$ cat config.mk
export PLATFORM = sky130hd
export DESIGN_NAME = sd_pic_loader
export DESIGN_NICKNAME = d
export VERILOG_FILES = /design/src/rtl/sd_defs.sv /design/src/rtl/sd_rd_watchdog.sv /design/src/rtl/sd_pic_loader.sv
export SDC_FILE = /design/constraint.sdc
export NUM_CORES = 1
export LEC_CHECK = 0
export ABC_CLOCK_PERIOD_IN_PS = 2300
export CAP_MARGIN = 30
export CORE_MARGIN = 10
export CORE_UTILIZATION = 55
export CTS_BUF_LIST = sky130_fd_sc_hd__clkbuf_8
export DETAILED_ROUTE_END_ITERATION = 8
export GPL_ROUTABILITY_DRIVEN = 1
export PLACE_DENSITY = 0.8
export SLEW_MARGIN = 20
export SYNTH_ARGS = -nofsm -noshare
export SYNTH_HDL_FRONTEND = slang
export SYNTH_SLANG_ARGS = --single-unit
$ cat constraint.sdc
create_clock -name sys_clk -period 2.3 [get_ports sys_clk]
set_input_delay 0.46 -clock sys_clk [delete_from_list [all_inputs] [get_ports sys_clk]]
set_output_delay 0.46 -clock sys_clk [all_outputs]
set_load 0.02 [all_outputs]
$ cat src/rtl/sd_defs.sv
// Shared definitions for the SD picture loader: FSM states, sector geometry, retry limit
// and the sector address helper.
package sd_defs;

  localparam int unsigned SECTOR_WORDS = 256;
  localparam int unsigned RETRY_MAX    = 3;

  typedef enum logic [2:0] {
    StIdle,
    StRoom,
    StReq,
    StBusy,
    StNext,
    StDone
  } ld_state_e;

  // Absolute sector of a picture's sector; wraps mod 2^32.
  function automatic logic [31:0] sector_addr(input logic [31:0] base,
                                              input logic [31:0] stride,
                                              input logic [1:0]  idx,
                                              input logic [15:0] sec);
    return base + stride * {30'd0, idx} + {16'd0, sec};
  endfunction

endpackage

$ cat src/rtl/sd_rd_watchdog.sv
// Read-request watchdog: counts cycles with a request outstanding, pulses expire after
// TIMEOUT of them and tracks how many retries have been spent.
module sd_rd_watchdog import sd_defs::*; #(
  parameter logic [15:0] TIMEOUT = 16'd5000
) (
  input  logic clk_i,
  input  logic rst_ni,
  input  logic clear_i,
  input  logic run_i,
  output logic expire_o,
  output logic exhausted_o
);

  logic [15:0] cnt_q;
  logic [1:0]  retry_q;

  assign expire_o    = run_i && (cnt_q == TIMEOUT - 16'd1);
  assign exhausted_o = (retry_q == 2'(RETRY_MAX));

  always_ff @(posedge clk_i or negedge rst_ni) begin
    if (!rst_ni) begin
      cnt_q   <= '0;
      retry_q <= '0;
    end else if (clear_i) begin
      cnt_q   <= '0;
      retry_q <= '0;
    end else if (expire_o) begin
      cnt_q   <= '0;
      retry_q <= exhausted_o ? retry_q : retry_q + 2'd1;
    end else if (run_i) begin
      cnt_q <= cnt_q + 16'd1;
    end
  end

endmodule

$ cat src/rtl/sd_pic_loader.sv
// Streams one picture (PIC_SECTORS consecutive sectors) out of the SD controller's read port
// into the display frame FIFO, one sector at a time.
module sd_pic_loader import sd_defs::*; #(
  parameter logic [31:0] BASE_SECTOR = 32'd8192,
  parameter logic [31:0] PIC_STRIDE  = 32'd2048,
  parameter int unsigned PIC_SECTORS = 1200,
  parameter int unsigned PIC_NUM     = 4,
  parameter logic [15:0] TIMEOUT     = 16'd5000
) (
  input  logic        sys_clk,
  input  logic        sys_rst_n,
  input  logic        init_end,
  input  logic        pic_c,
  input  logic        fifo_afull,
  input  logic        rd_busy,
  input  logic        rd_data_en,
  input  logic [15:0] rd_data,
  output logic        rd_en,
  output logic [31:0] rd_addr,
  output logic        out_valid,
  output logic [15:0] out_data,
  output logic [1:0]  pic_idx,
  output logic        load_busy,
  output logic        load_done,
  output logic        err
);

  ld_state_e   state_q, state_d;
  logic [15:0] sec_cnt_q, sec_cnt_d;
  logic [9:0]  word_cnt_q, word_cnt_d;
  logic [1:0]  pic_idx_q, pic_idx_d;
  logic [31:0] rd_addr_q, rd_addr_d;
  logic        pending_q, pending_d;
  logic        autoload_q, autoload_d;
  logic        load_busy_q, load_busy_d;
  logic        rd_en_q, rd_en_d;
  logic        err_q, err_d;
  logic        rd_busy_q;
  logic        out_valid_q;
  logic [15:0] out_data_q;
  logic        wd_clear, wd_run, wd_expire, wd_exhausted;

  assign wd_run = (state_q == StReq) && rd_en_q;

  sd_rd_watchdog #(
    .TIMEOUT(TIMEOUT)
  ) u_watchdog (
    .clk_i      (sys_clk),
    .rst_ni     (sys_rst_n),
    .clear_i    (wd_clear),
    .run_i      (wd_run),
    .expire_o   (wd_expire),
    .exhausted_o(wd_exhausted)
  );

  always_comb begin
    state_d     = state_q;
    sec_cnt_d   = sec_cnt_q;
    word_cnt_d  = word_cnt_q;
    pic_idx_d   = pic_idx_q;
    rd_addr_d   = rd_addr_q;
    pending_d   = pending_q | pic_c;
    autoload_d  = autoload_q;
    load_busy_d = load_busy_q;
    rd_en_d     = 1'b0;
    err_d       = err_q;
    wd_clear    = 1'b0;

    unique case (state_q)
      StIdle: begin
        if (init_end && (autoload_q || pending_q)) begin
          sec_cnt_d   = '0;
          load_busy_d = 1'b1;
          state_d     = StRoom;
          if (autoload_q) begin
            autoload_d = 1'b0;
          end else begin
            // A pulse landing on the consuming cycle queues the following picture.
            pending_d = pic_c;
            pic_idx_d = (pic_idx_q == 2'(PIC_NUM - 1)) ? 2'd0 : pic_idx_q + 2'd1;
          end
        end
      end
      StRoom: begin
        wd_clear = 1'b1;
        if (!fifo_afull && !rd_busy) begin
          rd_addr_d = sector_addr(BASE_SECTOR, PIC_STRIDE, pic_idx_q, sec_cnt_q);
          state_d   = StReq;
        end
      end
      StReq: begin
        word_cnt_d = '0;
        if (rd_busy) begin
          state_d = StBusy;
        end else if (wd_expire) begin
          // rd_en_d stays low: one idle cycle before the retry, or give up.
          if (wd_exhausted) begin
            err_d   = 1'b1;
            state_d = StDone;
          end
        end else begin
          rd_en_d = 1'b1;
        end
      end
      StBusy: begin
        if (rd_data_en) word_cnt_d = word_cnt_q + 10'd1;
        if (rd_busy_q && !rd_busy) begin
          state_d = StNext;
          if (word_cnt_d != 10'(SECTOR_WORDS)) err_d = 1'b1;
        end
      end
      StNext: begin
        if (sec_cnt_q == 16'(PIC_SECTORS - 1)) begin
          state_d = StDone;
        end else begin
          sec_cnt_d = sec_cnt_q + 16'd1;
          state_d   = StRoom;
        end
      end
      StDone:  state_d = StIdle;
      default: state_d = StIdle;
    endcase

    if (state_d == StDone) load_busy_d = 1'b0;

    // Losing SD init abandons the load silently; err keeps whatever it already holds.
    if (!init_end && (state_q inside {StRoom, StReq, StBusy, StNext})) begin
      state_d     = StIdle;
      load_busy_d = 1'b0;
      rd_en_d     = 1'b0;
      err_d       = err_q;
    end
  end

  always_ff @(posedge sys_clk or negedge sys_rst_n) begin
    if (!sys_rst_n) begin
      state_q     <= StIdle;
      sec_cnt_q   <= '0;
      word_cnt_q  <= '0;
      pic_idx_q   <= '0;
      rd_addr_q   <= '0;
      pending_q   <= 1'b0;
      autoload_q  <= 1'b1;
      load_busy_q <= 1'b0;
      rd_en_q     <= 1'b0;
      err_q       <= 1'b0;
      rd_busy_q   <= 1'b0;
      out_valid_q <= 1'b0;
      out_data_q  <= '0;
    end else begin
      state_q     <= state_d;
      sec_cnt_q   <= sec_cnt_d;
      word_cnt_q  <= word_cnt_d;
      pic_idx_q   <= pic_idx_d;
      rd_addr_q   <= rd_addr_d;
      pending_q   <= pending_d;
      autoload_q  <= autoload_d;
      load_busy_q <= load_busy_d;
      rd_en_q     <= rd_en_d;
      err_q       <= err_d;
      rd_busy_q   <= rd_busy;
      out_valid_q <= rd_data_en && load_busy_q;
      if (rd_data_en && load_busy_q) out_data_q <= rd_data;
    end
  end

  assign rd_en     = rd_en_q && init_end;
  assign rd_addr   = rd_addr_q;
  assign out_valid = out_valid_q;
  assign out_data  = out_data_q;
  assign pic_idx   = pic_idx_q;
  assign load_busy = load_busy_q;
  assign load_done = (state_q == StDone);
  assign err       = err_q;

endmodule

==> flow_summary.toml, run 1 <==
[yosys]
ys_seq_area_frac = 0.490
synth.most_common_cell = "dfrtp_1"
synth_area_leaders = "dfrtp_1 (48%), mux2_2 (7.2%), nor2_1 (3.8%)"
synth_commonest_cells = "dfrtp_1 (88), nor2_1 (46), nand2_1 (33)"
postSynthAreaPerCell_um2 = 10.3
netlist-cell-type-count = 60
synth_ff_type = "dfrtp_1"
async_reset_ff_frac = 1.00
synthesis.instances = 442
synth.top_cell.area_share = 0.484
synth_edf_count = 0
syn_area_mm2 = 0.00455
yosys_register_bits = 89
synth_largest_area_cell = "dfrtp_1"
ys_warn_count = 0

[setup_path]
criticalPathCategory = "in -> out"
crit_end = "rd_en"
end_kind = "primary output"
reg2reg_depth = 5
r2r_end = "sec_cnt_q[7]"
worstPathCellList = "clkdlybuf4s50_1 > and2_1 > clkdlybuf4s50_1"
r2r_start = "sec_cnt_q[9]"
cp-startpoint = "init_end"
reg2reg_setup_slack_ns = 0.30
cp_slowest_cell = "clkdlybuf4s50_1"
crit_top_cell = "clkdlybuf4s50_1"
slowest_delay_ns = 0.60
cp.arrival_ns = 1.66
worst-path-max-fanout = 2
cp_data_required_time_ns = 1.84
crit_path_start_kind = "input port"

[outcome]
status = "finished clean"

[cts]
cts.clk_slew.worst_paths_ns = 0.09
insertion_delay_ns = 0.35
numCtsBuffers = 9
clockBufferDepth = 2
root_buffer = "clkbuf_8"
clock_sinks = 89
htreeDepth = 3
ctsHoldBuffers = 0
cts_tree = "done"

[grt]
grt_pass1_vias = 3484
overflow = 0
grt_antenna_before_repair = 0
grt_max_degree = 50
grt_first_pass_wirelength_um = 16600
grt_usage = 0.158

[sta]
hold_violations = 0
clock.fmax_mhz = 472
setup_violations = 0
rsz0062_at_grt = "false"
fin_crit_sh = 0.922
fin_crit_ns = 2.12
skew_ns = 0.00882
slew_headroom = 0.587
whs_ns = 0.122
worst_pin_slew_ns = 0.619
final.setup.tns_ns = 0
slew_violations = 0

[pwr]
p_int_mw = 3.27
switching_share = 0.364
p_leak_nw = 2.45
power_frac_comb = 0.389
p_sw_mw = 1.87
seqPwrFrac = 0.426
power_frac_clock = 0.185
p_per_area_mw_per_mm2 = 941
ir_drop_v = 0.000451

[finish]
drive_gt1_frac = 0.143
synthToLayoutAreaGrowth_pct = 20.0
antenna_cells = 0
fill_cells = 644
nNetsFinal = 543

[floorplanning]
start_util = 0.559
row_count = 33
dieArea_mm2 = 0.0123
die_w_um = 111
io_pins = 78
die_h_um = 111
core_mm2 = 0.00813

[placed_design]
gp_congestion = 0.867
port_buffers = 62
dp_hpwl_um = 7440

[route]
firstDrtPassIters = 4
wl_um = 9880
wire_per_inst_um = 15.9
viasPerCell = 5.52
drt_iter0_drc = 110
drtAntennaViolNets = 0
drc = 0
vias = 3425

[job]
drv_cap = 0

[hold_path]
min_path_type = "in -> async"
how the worst min path moves through the flow:
stage	from	to	slack, ns	cells past startpoint
floorplan	sys_rst_n	err	0.16	0
global placement	rd_addr[15]	rd_addr[15]	0.46	2
detailed placement	rd_addr[13]	rd_addr[13]	0.47	2
CTS	sys_rst_n	rd_addr[10]	0.13	1
global route	sys_rst_n	rd_addr[13]	0.16	1
finish	sys_rst_n	rd_addr[10]	0.12	1
power by group through the flow:
stage / Combinational (mW) / Sequential [mW] / Clock (mW)
global route: 2.18 / 2.24 / 1.03
global placement: 1.96 / 2.19 / 0
detailed placement: 2.02 / 2.22 / 0
floorplan: 0.920 / 2.44 / 0
CTS: 2.03 / 2.19 / 0.976
finish: 2.00 / 2.19 / 0.948
area by class of cell:
type                       instances  area, um^2  share of cell area
multi-input combinational        322        2140               0.391
clock inverter                     5        32.5             0.00596
tap                              105         131              0.0241
timing repair buffer              77         746               0.137
clock buffer                      10         138              0.0252
inverter                          13        48.8             0.00894
sequential                        89        2230               0.408
state kept, by name, indices dropped and copies added, names as in the netlist:
signal / cells
autoload_q: 1
err: 1
load_busy: 1
out_data: 16
out_valid: 1
pending_q: 1
pic_idx: 2
rd_addr: 17
rd_busy_q: 1
rd_en_q: 1
sec_cnt_q: 16
state_q: 3
u_watchdog.cnt_q: 16
u_watchdog.retry_q: 2
word_cnt_q: 10
placed cells by master (no fill, tap or decap), types with 3 or more instances in the layout:
cell type,Yosys,layout
conb_1,1,15
nand2b_1,4,4
clkdlybuf4s50_1,0,60
nor4_1,4,4
nand4_1,6,6
xnor2_1,13,13
dfrtp_1,88,88
a31oi_1,4,4
and2_1,4,4
a21o_1,3,3
and4_1,6,6
clkbuf_8,0,10
mux2i_1,6,6
clkinv_2,0,3
mux2_2,29,29
nor3b_1,3,3
o21ai_0,22,22
nor2b_1,4,4
xor2_1,12,12
buf_4,17,15
nand2_1,33,33
ha_1,7,7
nor2_1,46,46
inv_1,13,13
or3_1,4,4
o22ai_1,4,4
and3_1,6,6
nor3_1,11,11
a22o_1,4,4
a21oi_1,12,12
nor4b_1,3,3
nand3_1,26,26
critical path, delay by kind of cell:
kind	cells	cell delay, ns
buffers and inverters	2	1.08
AND/OR/NAND/NOR	1	0.12
logic make-up after synthesis:
kind of cell               share of synthesized area
muxes                                         0.0850
xor gates and xnor gates                      0.0481
buffers and inverters                         0.0523
and+or+nand+nor                                0.206
other                                       0.000824
DFF                                            0.490
adders and majority gates                     0.0237
AOI/OAI and AO/OA                             0.0943
what timing repair did:
action	CTS	global route
endpoints found under the setup margin	0	1
gates resized for setup	0	1
setup buffers	0	0
metrics by stage:
stage               area, um^2  instances  utilization  worst slack, ns  total power [mW]
global placement          5290        606        0.650            0.184              4.15
detailed placement        5290        606        0.650            0.165              4.24
floorplan                 4600        456            -            0.605              3.36
CTS                       5460        621        0.671           0.0307              5.20
finish                    5460        621        0.671            0.180              5.14
global route              5460        621        0.671            0.119              5.45
per-layer routing:
layer  global-route usage  part of all wire  vias up
li1                     -                 -     1669
met1                0.188              0.43     1669
met2                0.273              0.51       80
met3               0.0390             0.056        7
met4               0.0503             0.010        0
met5                    0                 0        -
No activity file was read; power rests on OpenSTA's default activity.
==> run 2, diff against run 1 <==
==> constraint.sdc (replaced) <==
create_clock -name sys_clk -period 2.3 [get_ports sys_clk]
set_input_delay 0.23 -clock sys_clk [delete_from_list [all_inputs] [get_ports sys_clk]]
set_output_delay 0.23 -clock sys_clk [all_outputs]
set_load 0.02 [all_outputs]
==> flow_summary.toml, run 2 (same netlist as run 1, synthesis figures left out) <==
[outcome]
status = "finished clean"

[hold_path]
min_path_type = "in -> async"

[pwr]
finalPower_mw = 5.38
p_per_area_mw_per_mm2 = 977
p_leak_nw = 2.44
ir_drop_v = 0.000513

[route]
firstDrtPassIters = 5
vias = 3507
drt_iter0_drc = 160
wl_um = 9990
drc = 0
viasPerCell = 5.68
wire_per_inst_um = 16.2
drtAntennaViolNets = 0

[grt]
overflow = 0
grt_pass1_vias = 3471
grt_max_degree = 42
grt_first_pass_wirelength_um = 17000
grt_antenna_before_repair = 0
grt_usage = 0.164

[sta]
hold_violations = 0
worst_pin_slew_ns = 0.623
slew_violations = 0
fin_crit_sh = 0.911
slew_headroom = 0.584
setup_violations = 0
final.setup.tns_ns = 0
skew_ns = 0.00614
clock.fmax_mhz = 477
rsz0062_at_grt = "false"
fin_crit_ns = 2.09

[cts]
numCtsBuffers = 9
clock_sinks = 89
cts.clk_slew.worst_paths_ns = 0.09
post-cts-setup-buffers = 0
htreeDepth = 3
clockBufferDepth = 2
insertion_delay_ns = 0.35
cts_tree = "done"
root_buffer = "clkbuf_8"

[placed_design]
dp_hpwl_um = 7380
port_buffers = 62
gp_congestion = 0.863
post_dp_cell_area_mm2 = 0.00526

[setup_path]
cp_data_required_time_ns = 2.07
end_kind = "primary output"
cp.arrival_ns = 1.86
criticalPathCategory = "reg -> out"
crit_path_start_kind = "flip-flop"
worst-path-max-fanout = 6

[finish]
antenna_cells = 0
layout_commonest_cell = "dfrtp_1"
layout_common_cells = "dfrtp_1 (86), clkdlybuf4s50_1 (61), nor2_1 (46), nand2_1 (33), mux2_2 (29)"
drive_gt1_frac = 0.139
finalCoreUtilization = 0.677
largest_reg_flops = 17
final_area_mm2 = 0.00550
synthToLayoutAreaGrowth_pct = 21.0
nNetsFinal = 539

[floorplanning]
row_count = 33
core_mm2 = 0.00813
die_w_um = 111
io_pins = 78
die_h_um = 111
start_util = 0.559
dieArea_mm2 = 0.0123

[job]
drv_cap = 0
-- run 2: changes by cell type in the layout (fill, tap and decap cells not counted), moves of 2 or more --
cell and change:
buf_4 -6, bufinv_16 +2, clkinv_2 -3, dfrtp_1 -2, dfrtp_2 +2
-- run 2: stage by stage --
step | std cells | hold slack (ns) | setup WS, ns
3_5_place_dp | 601 | 0.254 | 0.296
2_1_floorplan | 456 | -0.0656 | 0.605
5_1_grt | 617 | 0.436 | 0.133
6_report | 617 | 0.387 | 0.206
4_1_cts | 617 | 0.405 | 0.0914
3_3_place_gp | 601 | 0.252 | 0.330
-- run 2: cell type report --
cell class,count,area [um^2]
Multi-Input combinational cell,322,2140
Timing Repair Buffer,73,728
Clock inverter,4,76.3
Sequential cell,89,2230
Tap cell,105,131
Fill cell,618,2630
Clock buffer,11,151
Inverter,13,48.8
-- run 2: metal layers --
| metal | vias up | track usage | wire (um) |
|---|---|---|---|
| met5 | - | 0 | 0 |
| met4 | 0 | 0.0573 | 157 |
| met3 | 14 | 0.0422 | 621 |
| met2 | 115 | 0.269 | 4940 |
| met1 | 1715 | 0.203 | 4280 |
| li1 | 1663 | - | - |
-- run 2: final timing paths --
kind	end	cells past startpoint	slack, ns	start
setup / recovery	load_done	3	0.21	state_q[1]
hold / removal	rd_addr[10]	2	0.39	sys_rst_n
setup reg to reg	sec_cnt_q[7]	5	0.42	sec_cnt_q[14]
hold reg to reg	rd_addr[13]	2	0.49	rd_addr[13]
max in group asynchronous	autoload_q	3	1.28	sys_rst_n
min in group sys_clk	pending_q	2	0.46	pic_c
-- run 2: report_power, final --
group	switching, mW	internal [mW]	leakage, nW
Sequential	0.320	1.90	1.14
Combinational	1.01	0.932	1.19
Clock	0.546	0.668	0.112
Total	1.88	3.50	2.44
-- run 2: repair_timing --
action / 4_1_cts / 5_1_grt
hold endpoints to repair: 39 / 0
endpoints found under the setup margin: 0 / 1
resized for setup: 0 / 2
hold buffers: 1 / 0
-- run 2: worst max-delay path, stage by stage (launching register included) --
cell             delay (ns)
dfrtp_1                0.46
nand2b_2               0.27
nor2_1                 0.15
clkdlybuf4s50_1        0.63
==> run 3, diff against run 2 <==
--- a/config.mk
+++ b/config.mk
@@ -7,12 +7,16 @@
 export LEC_CHECK = 0
 export ABC_CLOCK_PERIOD_IN_PS = 2300
 export CAP_MARGIN = 30
+export CELL_PAD_IN_SITES_DETAIL_PLACEMENT = 1
+export CELL_PAD_IN_SITES_GLOBAL_PLACEMENT = 1
+export CORE_ASPECT_RATIO = 2
 export CORE_MARGIN = 10
-export CORE_UTILIZATION = 55
+export CORE_UTILIZATION = 43
 export CTS_BUF_LIST = sky130_fd_sc_hd__clkbuf_8
 export DETAILED_ROUTE_END_ITERATION = 8
 export GPL_ROUTABILITY_DRIVEN = 1
-export PLACE_DENSITY = 0.8
+export HOLD_SLACK_MARGIN = 0.06
+export PLACE_DENSITY = 0.81
 export SLEW_MARGIN = 20
 export SYNTH_ARGS = -nofsm -noshare
 export SYNTH_HDL_FRONTEND = slang
==> flow_summary.toml, run 3 (same netlist as run 1, synthesis figures left out) <==
[setup_path]
cp.arrival_ns = 1.92
crit_path_start_kind = "flip-flop"
cp-startpoint = "state_q[1]"
cp_data_required_time_ns = 2.07
reg2reg_setup_slack_ns = 0.28
worst-path-max-fanout = 13
r2r_start = "sec_cnt_q[13]"
crit_end = "load_done"
reg2reg_depth = 5
criticalPathCategory = "reg -> out"
r2r_end = "sec_cnt_q[7]"
end_kind = "primary output"

[cts]
clockBufferDepth = 2
numCtsBuffers = 9
clock_sinks = 89
cts_tree = "done"
root_buffer = "clkbuf_8"
htreeDepth = 3
cts.clk_slew.worst_paths_ns = 0.09
insertion_delay_ns = 0.36

[job]
drv_cap = 0

[finish]
drive_gt1_frac = 0.142
layout_commonest_cell = "dfrtp_1"
synthToLayoutAreaGrowth_pct = 21.1
nNetsFinal = 541
antenna_cells = 0
largest_reg_flops = 17
layout.cells.non_filler = 652
finalCoreUtilization = 0.529
layout_common_cells = "dfrtp_1 (86), clkdlybuf4s50_1 (61), nor2_1 (46), nand2_1 (33), mux2_2 (29)"
final_area_mm2 = 0.00551

[sta]
fin_crit_ns = 2.15
layout_setup_ws_ns = 0.145
skew_ns = 0.00882
final.setup.tns_ns = 0
setup_violations = 0
rsz0062_at_grt = "false"
whs_ns = 0.316
slew_headroom = 0.634
worst_pin_slew_ns = 0.544
slew_violations = 0
clock.fmax_mhz = 464
hold_violations = 0
fin_crit_sh = 0.937

[route]
vias = 3569
drtAntennaViolNets = 0
wire_per_inst_um = 19.2
firstDrtPassIters = 4
viasPerCell = 5.47
wl_um = 12500
drc = 0
drt_iter0_drc = 155

[grt]
grt_first_pass_wirelength_um = 20300
grt_pass1_vias = 4104
overflow = 0
grt_antenna_before_repair = 0
grt_usage = 0.166
grt_max_degree = 30

[floorplanning]
io_pins = 78
die_w_um = 92.7
start_util = 0.437
core_mm2 = 0.0104
row_count = 53
die_h_um = 165
dieArea_mm2 = 0.0153

[pwr]
ir_drop_v = 0.000527
p_per_area_mw_per_mm2 = 973
finalPower_mw = 5.36
p_leak_nw = 2.43

[placed_design]
gp_congestion = 0.918
placed_cells = 635
place_ws_ns = 0.204
dp_hpwl_um = 9540
port_buffers = 62
post_dp_cell_area_mm2 = 0.00529

[outcome]
status = "finished clean"

[hold_path]
min_path_type = "in -> async"
==> run 3: cell type report <==
| cell class | count | area, um^2 |
|---|---|---|
| fillers | 1167 | 4900 |
| flip-flops and latches | 89 | 2230 |
| multi-input cells | 322 | 2140 |
| repair buffers | 75 | 718 |
| well taps | 137 | 171 |
| clock buffers | 11 | 151 |
| clock inverters | 5 | 55.1 |
| inverters | 13 | 48.8 |
==> run 3: repair_timing <==
action	CTS	global route
hold buffers	1	0
setup buffers	0	0
resized for setup	0	2
endpoints found under the setup margin	0	1
endpoints found under the hold margin	25	0
==> run 3: report_power, final <==
group	internal (mW)	switching [mW]	total, mW	leakage [nW]
clock network	0.558	0.572	1.13	0.107
logic	0.939	1.09	2.03	1.19
registers	1.90	0.308	2.21	1.14
total	3.39	1.97	5.36	2.43
==> run 3: worst min-delay path by stage <==
stage | from | to | slack, ns | depth (start not counted)
finish | sys_rst_n | out_data[4] | 0.32 | 2
global route | sys_rst_n | out_data[4] | 0.34 | 2
CTS | sys_rst_n | out_data[4] | 0.32 | 2
detailed placement | sys_rst_n | out_data[4] | 0.18 | 1
global placement | sys_rst_n | u_watchdog.cnt_q[2] | 0.17 | 1
floorplan | sys_rst_n | err | -0.07 | 0
==> run 3: metal layers <==
layer	part of all wire	routed length, um	GRT usage	vias up
li1	-	-	-	1667
met1	0.37	4580	0.162	1827
met2	0.59	7380	0.332	55
met3	0.022	269	0.0272	20
met4	0.020	254	0.0628	0
met5	0	0	0	-
==> run 3: critical path, stage by stage, from the launching register on <==
cell and delay (ns):
dfrtp_2 0.51, nand2b_2 0.29, nor2_1 0.14, clkdlybuf4s50_1 0.62
